**src/rtl/pipeline_hazard_controller_if.sv**
```systemverilog
// Purpose: bundles the hazard controller's decode-side inputs and pipeline-control outputs.
// Latency: n/a (signal bundle only).
// Backpressure: n/a; stall outputs are the pipeline's backpressure, dmemReady is the memory's.
// Ports (slave = controller view):
//   in : idRs1/idRs2, idUsesRs1/idUsesRs2, exRs1/exRs2, exRd, exMemoryReadEnable,
//        exPcUpdateTaken, memRd, memRegisterWriteEnable, memAccess, dmemReady,
//        wbRd, wbRegisterWriteEnable
//   out: stallFetch/Decode/Execute/Memory, flushDecode/Execute, forwardA/B, memTimeout
//   out (HAZARD_PERF_COUNTERS_EN only): stallCycleCount, flushCount
interface pipeline_hazard_controller_if
`ifdef HAZARD_PERF_COUNTERS_EN
    #(parameter int CNT_W = 32)
`endif
    ;
    logic [4:0] idRs1;
    logic [4:0] idRs2;
    logic       idUsesRs1;
    logic       idUsesRs2;
    logic [4:0] exRs1;
    logic [4:0] exRs2;
    logic [4:0] exRd;
    logic       exMemoryReadEnable;
    logic       exPcUpdateTaken;
    logic [4:0] memRd;
    logic       memRegisterWriteEnable;
    logic       memAccess;
    logic       dmemReady;
    logic [4:0] wbRd;
    logic       wbRegisterWriteEnable;

    logic       stallFetch;
    logic       stallDecode;
    logic       stallExecute;
    logic       stallMemory;
    logic       flushDecode;
    logic       flushExecute;
    logic [1:0] forwardA;
    logic [1:0] forwardB;
    logic       memTimeout;
`ifdef HAZARD_PERF_COUNTERS_EN
    logic [CNT_W-1:0] stallCycleCount;
    logic [CNT_W-1:0] flushCount;
`endif

    modport master (
        output idRs1, idRs2, idUsesRs1, idUsesRs2,
        output exRs1, exRs2, exRd, exMemoryReadEnable, exPcUpdateTaken,
        output memRd, memRegisterWriteEnable, memAccess, dmemReady,
        output wbRd, wbRegisterWriteEnable,
`ifdef HAZARD_PERF_COUNTERS_EN
        input  stallCycleCount, flushCount,
`endif
        input  stallFetch, stallDecode, stallExecute, stallMemory,
        input  flushDecode, flushExecute, forwardA, forwardB, memTimeout
    );

    modport slave (
        input  idRs1, idRs2, idUsesRs1, idUsesRs2,
        input  exRs1, exRs2, exRd, exMemoryReadEnable, exPcUpdateTaken,
        input  memRd, memRegisterWriteEnable, memAccess, dmemReady,
        input  wbRd, wbRegisterWriteEnable,
`ifdef HAZARD_PERF_COUNTERS_EN
        output stallCycleCount, flushCount,
`endif
        output stallFetch, stallDecode, stallExecute, stallMemory,
        output flushDecode, flushExecute, forwardA, forwardB, memTimeout
    );
endinterface

```
**src/rtl/pipeline_hazard_controller.sv**
```systemverilog
// Purpose: 5-stage pipeline hazard control: load-use stall, redirect flush, EX forwarding,
//          data-memory wait freeze with sticky timeout trap.
// Latency: stall/flush/forward outputs are combinational in the same cycle; memTimeout is registered.
// Backpressure: a pending dmem access (memAccess && !dmemReady) freezes every stage until dmemReady.
// Ports: clock, reset (synchronous, active-high; forces every output to 0 while high),
//        bus (pipeline_hazard_controller_if.slave) carrying all decode inputs and control outputs.
// Optional feature: define HAZARD_PERF_COUNTERS_EN to add saturating stallCycleCount/flushCount.
module pipeline_hazard_controller #(
    parameter int MEM_TIMEOUT = 16,
    parameter int CNT_W       = 32
) (
    input  logic                          clock,
    input  logic                          reset,
    pipeline_hazard_controller_if.slave   bus
);

    localparam int WC_W = $clog2(MEM_TIMEOUT) + 1;
    localparam logic [WC_W-1:0] WC_LAST = WC_W'(MEM_TIMEOUT - 1);

    typedef enum logic [1:0] {
        RUN      = 2'd0,
        MEM_WAIT = 2'd1,
        TIMEOUT  = 2'd2
    } state_t;

    state_t          state_q, state_d;
    logic [WC_W-1:0] waitCount_q, waitCount_d;
    logic            memTimeout_q, memTimeout_d;

    logic memWait;
    logic loadUse;
    logic stall_all;    // freezes every stage
    logic stall_front;  // holds PC and IF/ID only (load-use bubble)
    logic flush_dec;
    logic flush_exe;

    // MEM result is newer than WB, so it wins when both match.
    function automatic logic [1:0] fwd_sel(
        input logic       mem_we,
        input logic [4:0] mem_rd,
        input logic       wb_we,
        input logic [4:0] wb_rd,
        input logic [4:0] rs
    );
        if (mem_we && (mem_rd != 5'd0) && (mem_rd == rs)) begin
            return 2'b10;
        end else if (wb_we && (wb_rd != 5'd0) && (wb_rd == rs)) begin
            return 2'b01;
        end
        return 2'b00;
    endfunction

    always_comb begin
        memWait = bus.memAccess && !bus.dmemReady;
        loadUse = bus.exMemoryReadEnable && (bus.exRd != 5'd0) &&
                  ((bus.idUsesRs1 && (bus.idRs1 == bus.exRd)) ||
                   (bus.idUsesRs2 && (bus.idRs2 == bus.exRd)));

        stall_all    = 1'b0;
        stall_front  = 1'b0;
        flush_dec    = 1'b0;
        flush_exe    = 1'b0;
        state_d      = state_q;
        waitCount_d  = waitCount_q;
        memTimeout_d = memTimeout_q;

        case (state_q)
            RUN: begin
                if (memWait) begin
                    stall_all   = 1'b1;
                    waitCount_d = WC_W'(1);
                    state_d     = MEM_WAIT;
                end else if (bus.exPcUpdateTaken) begin
                    // The ID instruction is squashed by the redirect, so its load-use is moot.
                    flush_dec = 1'b1;
                    flush_exe = 1'b1;
                end else if (loadUse) begin
                    stall_front = 1'b1;
                    flush_exe   = 1'b1;
                end
            end
            MEM_WAIT: begin
                // Completion (dmemReady, or memAccess withdrawn) releases the stall in the
                // same cycle; any redirect/load-use held in EX is handled on the next RUN cycle.
                if (!memWait) begin
                    waitCount_d = '0;
                    state_d     = RUN;
                end else begin
                    stall_all = 1'b1;
                    if (waitCount_q == WC_LAST) begin
                        state_d      = TIMEOUT;
                        memTimeout_d = 1'b1;
                    end else begin
                        waitCount_d = waitCount_q + WC_W'(1);
                    end
                end
            end
            TIMEOUT: begin
                stall_all = 1'b1;
            end
            default: begin
                state_d = RUN;
            end
        endcase
    end

    always_ff @(posedge clock) begin
        if (reset) begin
            state_q      <= RUN;
            waitCount_q  <= '0;
            memTimeout_q <= 1'b0;
        end else begin
            state_q      <= state_d;
            waitCount_q  <= waitCount_d;
            memTimeout_q <= memTimeout_d;
        end
    end

    // Reset gates every output, including the purely combinational ones.
    assign bus.stallFetch   = !reset && (stall_all || stall_front);
    assign bus.stallDecode  = !reset && (stall_all || stall_front);
    assign bus.stallExecute = !reset && stall_all;
    assign bus.stallMemory  = !reset && stall_all;
    assign bus.flushDecode  = !reset && flush_dec;
    assign bus.flushExecute = !reset && flush_exe;
    assign bus.memTimeout   = !reset && memTimeout_q;
    assign bus.forwardA     = reset ? 2'b00 :
        fwd_sel(bus.memRegisterWriteEnable, bus.memRd, bus.wbRegisterWriteEnable, bus.wbRd, bus.exRs1);
    assign bus.forwardB     = reset ? 2'b00 :
        fwd_sel(bus.memRegisterWriteEnable, bus.memRd, bus.wbRegisterWriteEnable, bus.wbRd, bus.exRs2);

`ifdef HAZARD_PERF_COUNTERS_EN
    logic [CNT_W-1:0] stallCycleCount_q;
    logic [CNT_W-1:0] flushCount_q;

    // Both counters saturate at all-ones rather than wrapping.
    always_ff @(posedge clock) begin
        if (reset) begin
            stallCycleCount_q <= '0;
            flushCount_q      <= '0;
        end else begin
            if (bus.stallFetch && (stallCycleCount_q != '1)) begin
                stallCycleCount_q <= stallCycleCount_q + CNT_W'(1);
            end
            if ((bus.flushDecode || bus.flushExecute) && (flushCount_q != '1)) begin
                flushCount_q <= flushCount_q + CNT_W'(1);
            end
        end
    end

    assign bus.stallCycleCount = reset ? '0 : stallCycleCount_q;
    assign bus.flushCount      = reset ? '0 : flushCount_q;
`else
    logic unused_cnt_w;
    assign unused_cnt_w = ^CNT_W;
`endif

endmodule

```
**src/flat_wrapper.sv**
```systemverilog
// flat-port wrapper written by rule: the top's interface ports become plain ports
module pipeline_hazard_controller_flat 
#(
    parameter int MEM_TIMEOUT = 16,
    parameter int CNT_W       = 32
)
  (clock, reset, bus_idRs1, bus_idRs2, bus_idUsesRs1, bus_idUsesRs2, bus_exRs1, bus_exRs2, bus_exRd, bus_exMemoryReadEnable, bus_exPcUpdateTaken, bus_memRd, bus_memRegisterWriteEnable, bus_memAccess, bus_dmemReady, bus_wbRd, bus_wbRegisterWriteEnable, bus_stallFetch, bus_stallDecode, bus_stallExecute, bus_stallMemory, bus_flushDecode, bus_flushExecute, bus_forwardA, bus_forwardB, bus_memTimeout);
  pipeline_hazard_controller_if bus_i ();
  input  logic clock;
  input  logic reset;
  input wire logic [$bits(bus_i.idRs1)-1:0] bus_idRs1;
  input wire logic [$bits(bus_i.idRs2)-1:0] bus_idRs2;
  input wire logic [$bits(bus_i.idUsesRs1)-1:0] bus_idUsesRs1;
  input wire logic [$bits(bus_i.idUsesRs2)-1:0] bus_idUsesRs2;
  input wire logic [$bits(bus_i.exRs1)-1:0] bus_exRs1;
  input wire logic [$bits(bus_i.exRs2)-1:0] bus_exRs2;
  input wire logic [$bits(bus_i.exRd)-1:0] bus_exRd;
  input wire logic [$bits(bus_i.exMemoryReadEnable)-1:0] bus_exMemoryReadEnable;
  input wire logic [$bits(bus_i.exPcUpdateTaken)-1:0] bus_exPcUpdateTaken;
  input wire logic [$bits(bus_i.memRd)-1:0] bus_memRd;
  input wire logic [$bits(bus_i.memRegisterWriteEnable)-1:0] bus_memRegisterWriteEnable;
  input wire logic [$bits(bus_i.memAccess)-1:0] bus_memAccess;
  input wire logic [$bits(bus_i.dmemReady)-1:0] bus_dmemReady;
  input wire logic [$bits(bus_i.wbRd)-1:0] bus_wbRd;
  input wire logic [$bits(bus_i.wbRegisterWriteEnable)-1:0] bus_wbRegisterWriteEnable;
  output wire logic [$bits(bus_i.stallFetch)-1:0] bus_stallFetch;
  output wire logic [$bits(bus_i.stallDecode)-1:0] bus_stallDecode;
  output wire logic [$bits(bus_i.stallExecute)-1:0] bus_stallExecute;
  output wire logic [$bits(bus_i.stallMemory)-1:0] bus_stallMemory;
  output wire logic [$bits(bus_i.flushDecode)-1:0] bus_flushDecode;
  output wire logic [$bits(bus_i.flushExecute)-1:0] bus_flushExecute;
  output wire logic [$bits(bus_i.forwardA)-1:0] bus_forwardA;
  output wire logic [$bits(bus_i.forwardB)-1:0] bus_forwardB;
  output wire logic [$bits(bus_i.memTimeout)-1:0] bus_memTimeout;
  assign bus_i.idRs1 = bus_idRs1;
  assign bus_i.idRs2 = bus_idRs2;
  assign bus_i.idUsesRs1 = bus_idUsesRs1;
  assign bus_i.idUsesRs2 = bus_idUsesRs2;
  assign bus_i.exRs1 = bus_exRs1;
  assign bus_i.exRs2 = bus_exRs2;
  assign bus_i.exRd = bus_exRd;
  assign bus_i.exMemoryReadEnable = bus_exMemoryReadEnable;
  assign bus_i.exPcUpdateTaken = bus_exPcUpdateTaken;
  assign bus_i.memRd = bus_memRd;
  assign bus_i.memRegisterWriteEnable = bus_memRegisterWriteEnable;
  assign bus_i.memAccess = bus_memAccess;
  assign bus_i.dmemReady = bus_dmemReady;
  assign bus_i.wbRd = bus_wbRd;
  assign bus_i.wbRegisterWriteEnable = bus_wbRegisterWriteEnable;
  assign bus_stallFetch = bus_i.stallFetch;
  assign bus_stallDecode = bus_i.stallDecode;
  assign bus_stallExecute = bus_i.stallExecute;
  assign bus_stallMemory = bus_i.stallMemory;
  assign bus_flushDecode = bus_i.flushDecode;
  assign bus_flushExecute = bus_i.flushExecute;
  assign bus_forwardA = bus_i.forwardA;
  assign bus_forwardB = bus_i.forwardB;
  assign bus_memTimeout = bus_i.memTimeout;
  pipeline_hazard_controller #(.MEM_TIMEOUT(MEM_TIMEOUT), .CNT_W(CNT_W)) u_core (.clock(clock), .reset(reset), .bus(bus_i));
endmodule
```
**config.mk**
```make
export PLATFORM = sky130hd
export DESIGN_NAME = pipeline_hazard_controller_flat
export DESIGN_NICKNAME = d
export VERILOG_FILES = /design/src/rtl/pipeline_hazard_controller_if.sv /design/src/rtl/pipeline_hazard_controller.sv /design/src/flat_wrapper.sv
export SDC_FILE = /design/constraint.sdc
export NUM_CORES = 1
export LEC_CHECK = 0
export BUFFER_PORTS_ARGS = -buffer_cell sky130_fd_sc_hd__buf_2
export CELL_PAD_IN_SITES_DETAIL_PLACEMENT = 1
export CELL_PAD_IN_SITES_GLOBAL_PLACEMENT = 1
export CORE_ASPECT_RATIO = 1.2
export CORE_MARGIN = 8
export CORE_UTILIZATION = 31
export DETAILED_ROUTE_END_ITERATION = 10
export GPL_TIMING_DRIVEN = 1
export PLACE_DENSITY = 0.82
export SLEW_MARGIN = 5
export SYNTH_ARGS = -nofsm -noshare
export SYNTH_HDL_FRONTEND = slang
export SYNTH_SLANG_ARGS = --single-unit
```
**constraint.sdc**
```tcl
create_clock -name clock -period 2.8 [get_ports clock]
set_input_delay 0.28 -clock clock [delete_from_list [all_inputs] [get_ports clock]]
set_output_delay 0.28 -clock clock [all_outputs]
set_load 0.05 [all_outputs]
```
==> reports/results.ini, run 1 <==
[outcome]
run_status=finished clean

[grt]
grt_pass1_wl_mm=5.33
initial_antenna_violation_count=0
overflow=0
grt_usage_pct=13.4
grt_pass1_vias=1206
maximum_number_of_pins_on_one_net_before_global_route_repair=15

[synthesis]
ys_seq_elements=8
synthesized_nets=161
yosys.area_share.xor_xnor_pct=30.6
synth_compound_area_share_pct=16.2
post_synth_fa_ha_maj_area_fraction_pct=2.73
main_combinational_cell_family_by_area_after_synthesis=XOR/XNOR gates
synthesis.area_sq_um=917
synth_sequential_area_ratio_pct=17.5
yosysWarningCount=0
syn-instance-count=114
synth.area.mux_share_pct=1.23
yosysUniqueCellTypes=38
synth-simple-area-share_pct=25.5
syn_avg_cell_area_sq_um=8.05

[worst_setup_path]
critical_path.slowest_cell=or4_4
critical_path.startpoint_type=flop
ordered_cell_list_for_the_critical_path=or4_4 > or3_1 > o21bai_2 > buf_2
cp_data_arrival_time_ns=2.07
r2r_start=u_core.waitCount_q[0]
endpoint_kind=output port
critPathKind=reg2out
r2r_slack_ns=0.84
reg2reg_to=u_core.waitCount_q[4]
worst-endpoint-required_ns=2.52
critical_path.max_stage_delay_ns=0.59
worst-r2r-cell-count=7
path_max_fanout=14

[routing]
drtIter0Drc=34
first_pass_iters=4
antenna_left=0
vias=1044
wire_length_after_detailed_routing_mm=3.28
via_density_per_instance=5.22
drt_drc_violations_left=0
wl_per_cell_microns=16.4

[power_and_ir_drop]
cellPowerDensity_nw_per_um2=288
worst_ir_drop_vdd_mv=0.136
p_leak_nw=0.541

[sta]
worst_slew_margin_rel_pct=70.4
post-route-period-util_pct=83.9
fmaxAchievable_mhz=426
setup_tns_ns=0
report.final.setup_viol=0
grt_setup_unrepaired=false
hold_slack_ns=0.334
timing_worst_slew_pin_value_ns=0.443
final_period_minus_worst_setup_slack_ns=2.35
worst_clock_skew_ns=0.00517
final_hold_viol_count=0
slew_violations=0

[placed_design]
place_hpwl_mm=2.84
gpl.final_weighted_congestion=0.852
place.port_buffers=55
place_area_sq_um=1200
place_inst=197

[die]
fp.dieArea_sq_um=4960
std_cell_rows=21
core-area_sq_um=2810
ioPinCount=56
initial_core_util_pct=32.6
die_y_microns=75.6
dieWidth_microns=65.7

[clock_network]
postCtsSetupRepairBufs=0
clock_tree.htree_level_count=1
cts_max_path_buffers=2
post_cts_resize_count=0
clk_sink_count=8
clkSlewWorstSetupHoldPaths_ns=0.06
tritoncts.num_buffers=3
clock_tree_from_tritoncts=built
root_buffer=clkbuf_4
clock_latency_ns=0.25
ctsHoldBuffers=0

[final_layout]
antenna_cells=0
finish.cell_count_without_fillers=200
final_layout_size_suffix_gt1_share_pct=39.8
areaGrowthSynthToFinish_pct=32.9
final_cell_area_sq_um=1220
final_nets=215

[worst_hold_path]
min-delay-path-class=in2reg
hold_end=u_core.waitCount_q[1]
hold_path_depth=2
worstHoldStart=reset

[job]
maxCapViolations=0

==> metrics by stage <==
stage                     power, mW  utilization [%]  setup slack, ns
after floorplan               0.202                -            0.339
after global placement        0.258             42.5            0.734
after detailed placement      0.263             42.5            0.714
after CTS                     0.355             43.3            0.443
after global routing          0.373             43.3            0.312
final                         0.351             43.3            0.450
==> placed cells by master, fill, tap and decap left out, drive strengths merged <==
master,n
buf,55
xor2,17
xnor2,15
dfxtp,8
o21ai,7
nor4,6
nand2,5
nand3,5
or4,5
inv,5
nor3,4
a21oi,4
nor2,3
clkbuf,3
o211ai,2
a32oi,2
or3,2
nand2b,2
a31oi,2
ha,2
and2,2
nor2b,2
and3,1
o21bai,1
o31ai,1
nand4b,1
mux2,1
o2111ai,1
a41o,1
a211oi,1
==> per-layer routing <==
layer  global-route usage (%)  wire length, microns
met5                        0                     0
met4                     5.10                    51
met3                     3.97                   312
met2                     24.1                  1610
met1                     14.4                  1310
==> cells by family (layout without fill, tap and decap cells) <==
| kind of cell | after synthesis | in the layout |
|---|---|---|
| buffers and inverters | 11 | 63 |
| flip-flops | 8 | 8 |
| adder cells (fa/ha/maj) | 2 | 2 |
| AO/OA/AOI/OAI | 22 | 22 |
| XOR/XNOR | 32 | 32 |
| multiplexers | 1 | 1 |
| AND/OR/NAND/NOR | 38 | 38 |
==> critical path: cells and delay by family, from the launching register on <==
family	cells	cell delay, ns
buffers and inverters	1	0.29
AO/OA/AOI/OAI	1	0.14
flip-flops	1	0.44
AND/OR/NAND/NOR	2	0.96
==> cell type report <==
cell class / instances / area, sq um
Tap cell: 34 / 42.5
Sequential cell: 8 / 160
Timing Repair Buffer: 55 / 275
Multi-Input combinational cell: 95 / 699
Fill cell: 379 / 1590
Inverter: 5 / 18.8
Clock buffer: 3 / 22.5
==> sequential cells by signal, summed over array words and instances, names as in the netlist <==
name and count:
u_core.memTimeout_q 1, u_core.state_q 2, u_core.waitCount_q 5
==> cells in the mapped netlist <==
library cell  instances  area (sq um)
o211ai_1              2          15.0
nor2_1                3          11.3
o2111ai_1             1          8.76
o31ai_1               1          7.51
a32oi_1               2          17.5
o21ai_0               6          30.0
nor4_2                1          12.5
xor2_1               17           149
a41o_1                1          10.0
inv_1                 4          15.0
nor4_1                5          31.3
buf_2                 1          5.00
o21ai_2               1          8.76
and2_0                1          6.26
ha_1                  2          25.0
nand2b_1              2          12.5
mux2_2                1          11.3
and2_2                1          7.51
or3_1                 2          12.5
nor2b_4               1          13.8
clkbuf_1              2          7.51
nor2b_1               1          6.26
or4_1                 4          30.0
o21bai_2              1          11.3
buf_6                 1          11.3
nand2_1               5          18.8
and3_1                1          6.26
a211oi_1              1          7.51
xnor2_1              15           131
a31oi_1               2          12.5
nand3_1               5          25.0
buf_4                 2          15.0
dfxtp_1               8           160
nand4b_1              1          8.76
nor3_1                4          20.0
a21oi_1               4          20.0
inv_2                 1          3.75
or4_4                 1          11.3
==> worst max path at each step <==
stage	from	endpoint	slack [ns]	cells past startpoint
2_1_floorplan	bus_memAccess	bus_stallFetch	0.34	6
3_3_place_gp	u_core.state_q[0]	bus_stallFetch	0.73	4
3_5_place_dp	bus_memRd[4]	bus_forwardA[0]	0.71	6
4_1_cts	u_core.state_q[0]	bus_stallFetch	0.44	4
5_1_grt	u_core.state_q[0]	bus_stallFetch	0.31	4
6_report	u_core.state_q[0]	bus_stallFetch	0.45	4
==> power breakdown <==
| part | switching (mW) | internal, mW |
|---|---|---|
| sequential | 0.00368 | 0.116 |
| combinational | 0.0788 | 0.0622 |
| clock | 0.0421 | 0.0493 |
| total | 0.125 | 0.227 |
Power figures use the tool's default switching activity.
==> run 2: changes to the inputs <==
--- a/config.mk
+++ b/config.mk
@@ -10,10 +10,10 @@
 export CELL_PAD_IN_SITES_GLOBAL_PLACEMENT = 1
 export CORE_ASPECT_RATIO = 1.2
 export CORE_MARGIN = 8
-export CORE_UTILIZATION = 31
+export CORE_UTILIZATION = 29
 export DETAILED_ROUTE_END_ITERATION = 10
 export GPL_TIMING_DRIVEN = 1
-export PLACE_DENSITY = 0.82
+export PLACE_DENSITY = 0.77
 export SLEW_MARGIN = 5
 export SYNTH_ARGS = -nofsm -noshare
 export SYNTH_HDL_FRONTEND = slang
==> constraint.sdc (replaced) <==
create_clock -name clock -period 2.29 [get_ports clock]
set_input_delay 0.229 -clock clock [delete_from_list [all_inputs] [get_ports clock]]
set_output_delay 0.229 -clock clock [all_outputs]
set_load 0.05 [all_outputs]
==> reports/results.ini, run 2 (synthesis gave the netlist of run 1 again) <==
[outcome]
run_status=finished clean

[die]
initial_core_util_pct=30.3
die_y_microns=77.6
ioPinCount=56
std_cell_rows=22
dieWidth_microns=67.3
core-area_sq_um=3030
fp.dieArea_sq_um=5230

[grt]
maximum_number_of_pins_on_one_net_before_global_route_repair=14
initial_antenna_violation_count=0
grt_usage_pct=12.7
grt_pass1_vias=1262
grt_pass1_wl_mm=5.38
overflow=0

[routing]
via_density_per_instance=5.22
antenna_left=0
vias=1060
wire_length_after_detailed_routing_mm=3.25
wl_per_cell_microns=16.0
drtIter0Drc=13
first_pass_iters=4
drt_drc_violations_left=0

[clock_network]
root_buffer=clkbuf_4
cts_max_path_buffers=2
clk_sink_count=8
clock_latency_ns=0.26
tritoncts.num_buffers=3
post_cts_resize_count=0
clock_tree_from_tritoncts=built
clock_tree.htree_level_count=1
clkSlewWorstSetupHoldPaths_ns=0.06
ctsHoldBuffers=0
postCtsSetupRepairBufs=0

[final_layout]
areaGrowthSynthToFinish_pct=35.5
top_registers=u_core.waitCount_q (5), u_core.state_q (2), u_core.memTimeout_q (1)
largest_register_ff_count=5
final_nets=216
finish.cell_count_without_fillers=203
final_layout_size_suffix_gt1_share_pct=41.9
layout.cells.most_common=buf_2
largest_register=u_core.waitCount_q
final.fill_count=405
antenna_cells=0
mostFrequentLayoutCells=55 x buf_2, 17 x xor2_1, 15 x xnor2_1

[sta]
grt_setup_unrepaired=false
final_period_minus_worst_setup_slack_ns=2.19
setup_tns_ns=0
report.final.setup_viol=0
final_hold_viol_count=0
worst_clock_skew_ns=0.00570
post-route-period-util_pct=95.5
worst_slew_margin_rel_pct=74.8
fmaxAchievable_mhz=457
slew_violations=0
timing_worst_slew_pin_value_ns=0.374

[power_and_ir_drop]
internal-power_mw=0.279
net_switching_power_mw=0.153
p_leak_nw=0.550
pwr-share-clk_pct=25.7
power.share.sequential_pct=33.2
power_switching_share_pct=35.3
combinationalPowerShare_pct=41.1
cellPowerDensity_nw_per_um2=347
worst_ir_drop_vdd_mv=0.155

[worst_setup_path]
worst-endpoint-required_ns=2.06
critPathKind=reg2out
endpoint_kind=output port
critical_path.startpoint_type=flop
cp_data_arrival_time_ns=1.96
path_max_fanout=7

[placed_design]
place_hpwl_mm=2.90
place_inst=200
gpl.final_weighted_congestion=0.895
place.port_buffers=55

[job]
maxCapViolations=0

[worst_hold_path]
min-delay-path-class=in2reg

-- run 2: per-layer routing --
metal	global-route usage (%)	vias to the layer above	routed length, microns
met5	0	-	0
met4	6.29	0	44
met3	2.87	4	297
met2	23.9	48	1720
met1	12.1	492	1190
li1	-	516	-
-- run 2: final timing paths --
check / startpoint / end / slack, ns / depth (start not counted)
max: u_core.state_q[1] / bus_stallDecode / 0.10 / 4
min: reset / u_core.state_q[1] / 0.30 / 2
max reg2reg: u_core.waitCount_q[0] / u_core.waitCount_q[4] / 0.40 / 7
min reg2reg: u_core.waitCount_q[3] / u_core.waitCount_q[3] / 0.49 / 2
-- run 2: layout make-up --
type	count	area [sq um]	share of cell area, %
inverter	5	18.8	1.51
clock buffer	3	22.5	1.81
multi-input combinational	95	713	57.4
sequential	8	160	12.9
timing repair buffer	56	283	22.8
tap	36	45.0	3.63
-- run 2: through the flow --
stage | area [sq um] | hold slack, ns | util [%] | setup slack [ns] | total power [mW]
2_1_floorplan | 931 | 0.454 | - | 0.0442 | 0.249
3_3_place_gp | 1220 | 0.467 | 40.3 | 0.347 | 0.318
6_report | 1240 | 0.297 | 41.0 | 0.104 | 0.431
5_1_grt | 1240 | 0.314 | 41.0 | 0.0178 | 0.457
4_1_cts | 1240 | 0.287 | 41.0 | 0.0783 | 0.442
3_5_place_dp | 1220 | 0.490 | 40.3 | 0.285 | 0.325
-- run 2: critical path: stages, from the launching register on --
cell,delay [ns]
dfxtp_1,0.37
or4_4,0.53
or3_1,0.38
o21bai_2,0.14
buf_2,0.28
-- run 2: power by group through the flow --
stage / combinational (mW) / clock, mW / sequential [mW]
after global routing: 0.193 / 0.121 / 0.143
after global placement: 0.171 / 0 / 0.146
after detailed placement: 0.178 / 0 / 0.146
after floorplan: 0.103 / 0 / 0.146
after CTS: 0.179 / 0.119 / 0.143
final: 0.177 / 0.111 / 0.143
==> run 3: changes to the inputs <==
--- a/config.mk
+++ b/config.mk
@@ -11,9 +11,10 @@
 export CORE_ASPECT_RATIO = 1.2
 export CORE_MARGIN = 8
 export CORE_UTILIZATION = 29
+export CTS_CLUSTER_DIAMETER = 150
 export DETAILED_ROUTE_END_ITERATION = 10
 export GPL_TIMING_DRIVEN = 1
-export PLACE_DENSITY = 0.77
+export PLACE_DENSITY_LB_ADDON = 0.08
 export SLEW_MARGIN = 5
 export SYNTH_ARGS = -nofsm -noshare
 export SYNTH_HDL_FRONTEND = slang
==> reports/results.ini, run 3 (synthesis gave the netlist of run 1 again) <==
[power_and_ir_drop]
worst_ir_drop_vdd_mv=0.201
p_leak_nw=0.550
cellPowerDensity_nw_per_um2=348

[final_layout]
largest_register_ff_count=5
final_core_utilization_pct=41.0
final_nets=216
mostFrequentLayoutCells=55 x buf_2, 17 x xor2_1, 15 x xnor2_1
final_layout_size_suffix_gt1_share_pct=41.9
areaGrowthSynthToFinish_pct=35.5
sequential_cell_area_sq_um=160
antenna_cells=0
final.fill_count=404
layout.cells.most_common=buf_2
top_registers=u_core.waitCount_q (5), u_core.state_q (2), u_core.memTimeout_q (1)
largest_register=u_core.waitCount_q
multiInputGateArea_sq_um=713

[worst_setup_path]
cp_data_arrival_time_ns=1.96
path_max_fanout=7
critPathKind=reg2out
reg2reg_to=u_core.waitCount_q[4]
r2r_start=u_core.waitCount_q[0]
worst-r2r-cell-count=7
r2r_slack_ns=0.33
endpoint_kind=output port
worst-endpoint-required_ns=2.06
critical_path.startpoint_type=flop

[sta]
worst_clock_skew_ns=0.00313
worst_slew_margin_rel_pct=74.4
fmaxAchievable_mhz=457
timing_worst_slew_pin_value_ns=0.380
slew_violations=0
grt_setup_unrepaired=false
final_period_minus_worst_setup_slack_ns=2.19
final_hold_viol_count=0
setup_tns_ns=0
report.final.setup_viol=0
setup_slack_ns=0.103
post-route-period-util_pct=95.5

[job]
maxCapViolations=0

[routing]
drt_drc_violations_left=0
first_pass_iters=2
antenna_left=0
vias=1059
wire_length_after_detailed_routing_mm=3.19
via_density_per_instance=5.22
drtIter0Drc=41
wl_per_cell_microns=15.7

[clock_network]
clock_tree_from_tritoncts=built
cts_max_path_buffers=2
clk_sink_count=8
clkSlewWorstSetupHoldPaths_ns=0.06
clock_tree.htree_level_count=1
ctsHoldBuffers=0
root_buffer=clkbuf_4
clock_latency_ns=0.26
postCtsSetupRepairBufs=0
post_cts_resize_count=0
tritoncts.num_buffers=3

[grt]
maximum_number_of_pins_on_one_net_before_global_route_repair=14
met3_track_utilization_from_global_routing_pct=3.88
initial_antenna_violation_count=0
overflow=0
grt_pass1_vias=1184
grt_pass1_wl_mm=5.30
grt_usage_pct=12.5
grt_util_met2_pct=23.4
met1_usage_pct=13.0
busiest_layer=met2

[die]
fp.dieArea_sq_um=5230
ioPinCount=56
die_y_microns=77.6
initial_core_util_pct=30.3
core-area_sq_um=3030
std_cell_rows=22
dieWidth_microns=67.3

[placed_design]
gpl.final_weighted_congestion=0.801
place_hpwl_mm=2.80
placement.setup.worst_slack_ns=0.291
place.port_buffers=55

[worst_hold_path]
min-delay-path-class=in2reg
worstHoldStart=reset
hold_path_depth=2
hold_end=u_core.state_q[1]

[outcome]
run_status=finished clean

==> run 3: cell counts in the layout (fill, tap and decap cells not counted) <==
Identical to the previous run, type by type.
==> run 3: how the worst max path moves through the flow <==
stage,start,to,slack (ns),cells past startpoint
after floorplan,bus_memAccess,bus_stallFetch,0.04,6
after global placement,bus_memRd[4],bus_forwardA[0],0.31,6
after detailed placement,bus_memRd[4],bus_forwardA[0],0.29,6
after CTS,u_core.state_q[1],bus_stallDecode,0.09,4
after global routing,u_core.state_q[1],bus_stallDecode,0.03,4
final,u_core.state_q[1],bus_stallDecode,0.10,4
==> run 3: final cells by class <==
class,instances,area share (%)
tap,36,3.63
timing repair buffer,56,22.8
clock buffer,3,1.81
sequential,8,12.9
multi-input combinational,95,57.4
inverter,5,1.51
==> run 3: stage by stage <==
stage / hold slack [ns] / cell area (sq um) / power (mW) / instances
after floorplan: 0.454 / 931 / 0.249 / 114
after global placement: 0.467 / 1220 / 0.319 / 200
after detailed placement: 0.491 / 1220 / 0.323 / 200
after CTS: 0.295 / 1240 / 0.439 / 203
after global routing: 0.312 / 1240 / 0.463 / 203
final: 0.294 / 1240 / 0.433 / 203
==> run 3: report_power, final <==
group | total (mW) | internal (mW) | switching [mW]
clock | 0.115 | 0.0604 | 0.0541
combinational | 0.175 | 0.0774 | 0.0976
sequential | 0.143 | 0.141 | 0.00223
==> run 3: routing by layer <==
metal	routed length (microns)	vias to the layer above
met3	267	4
met2	1730	39
met1	1170	501
met4	27	0
met5	0	-
li1	-	515
==> run 3: critical path: stages (launching register included) <==
cell and delay (ns):
dfxtp_1 0.37, or4_4 0.54, or3_1 0.37, o21bai_2 0.14, buf_2 0.29
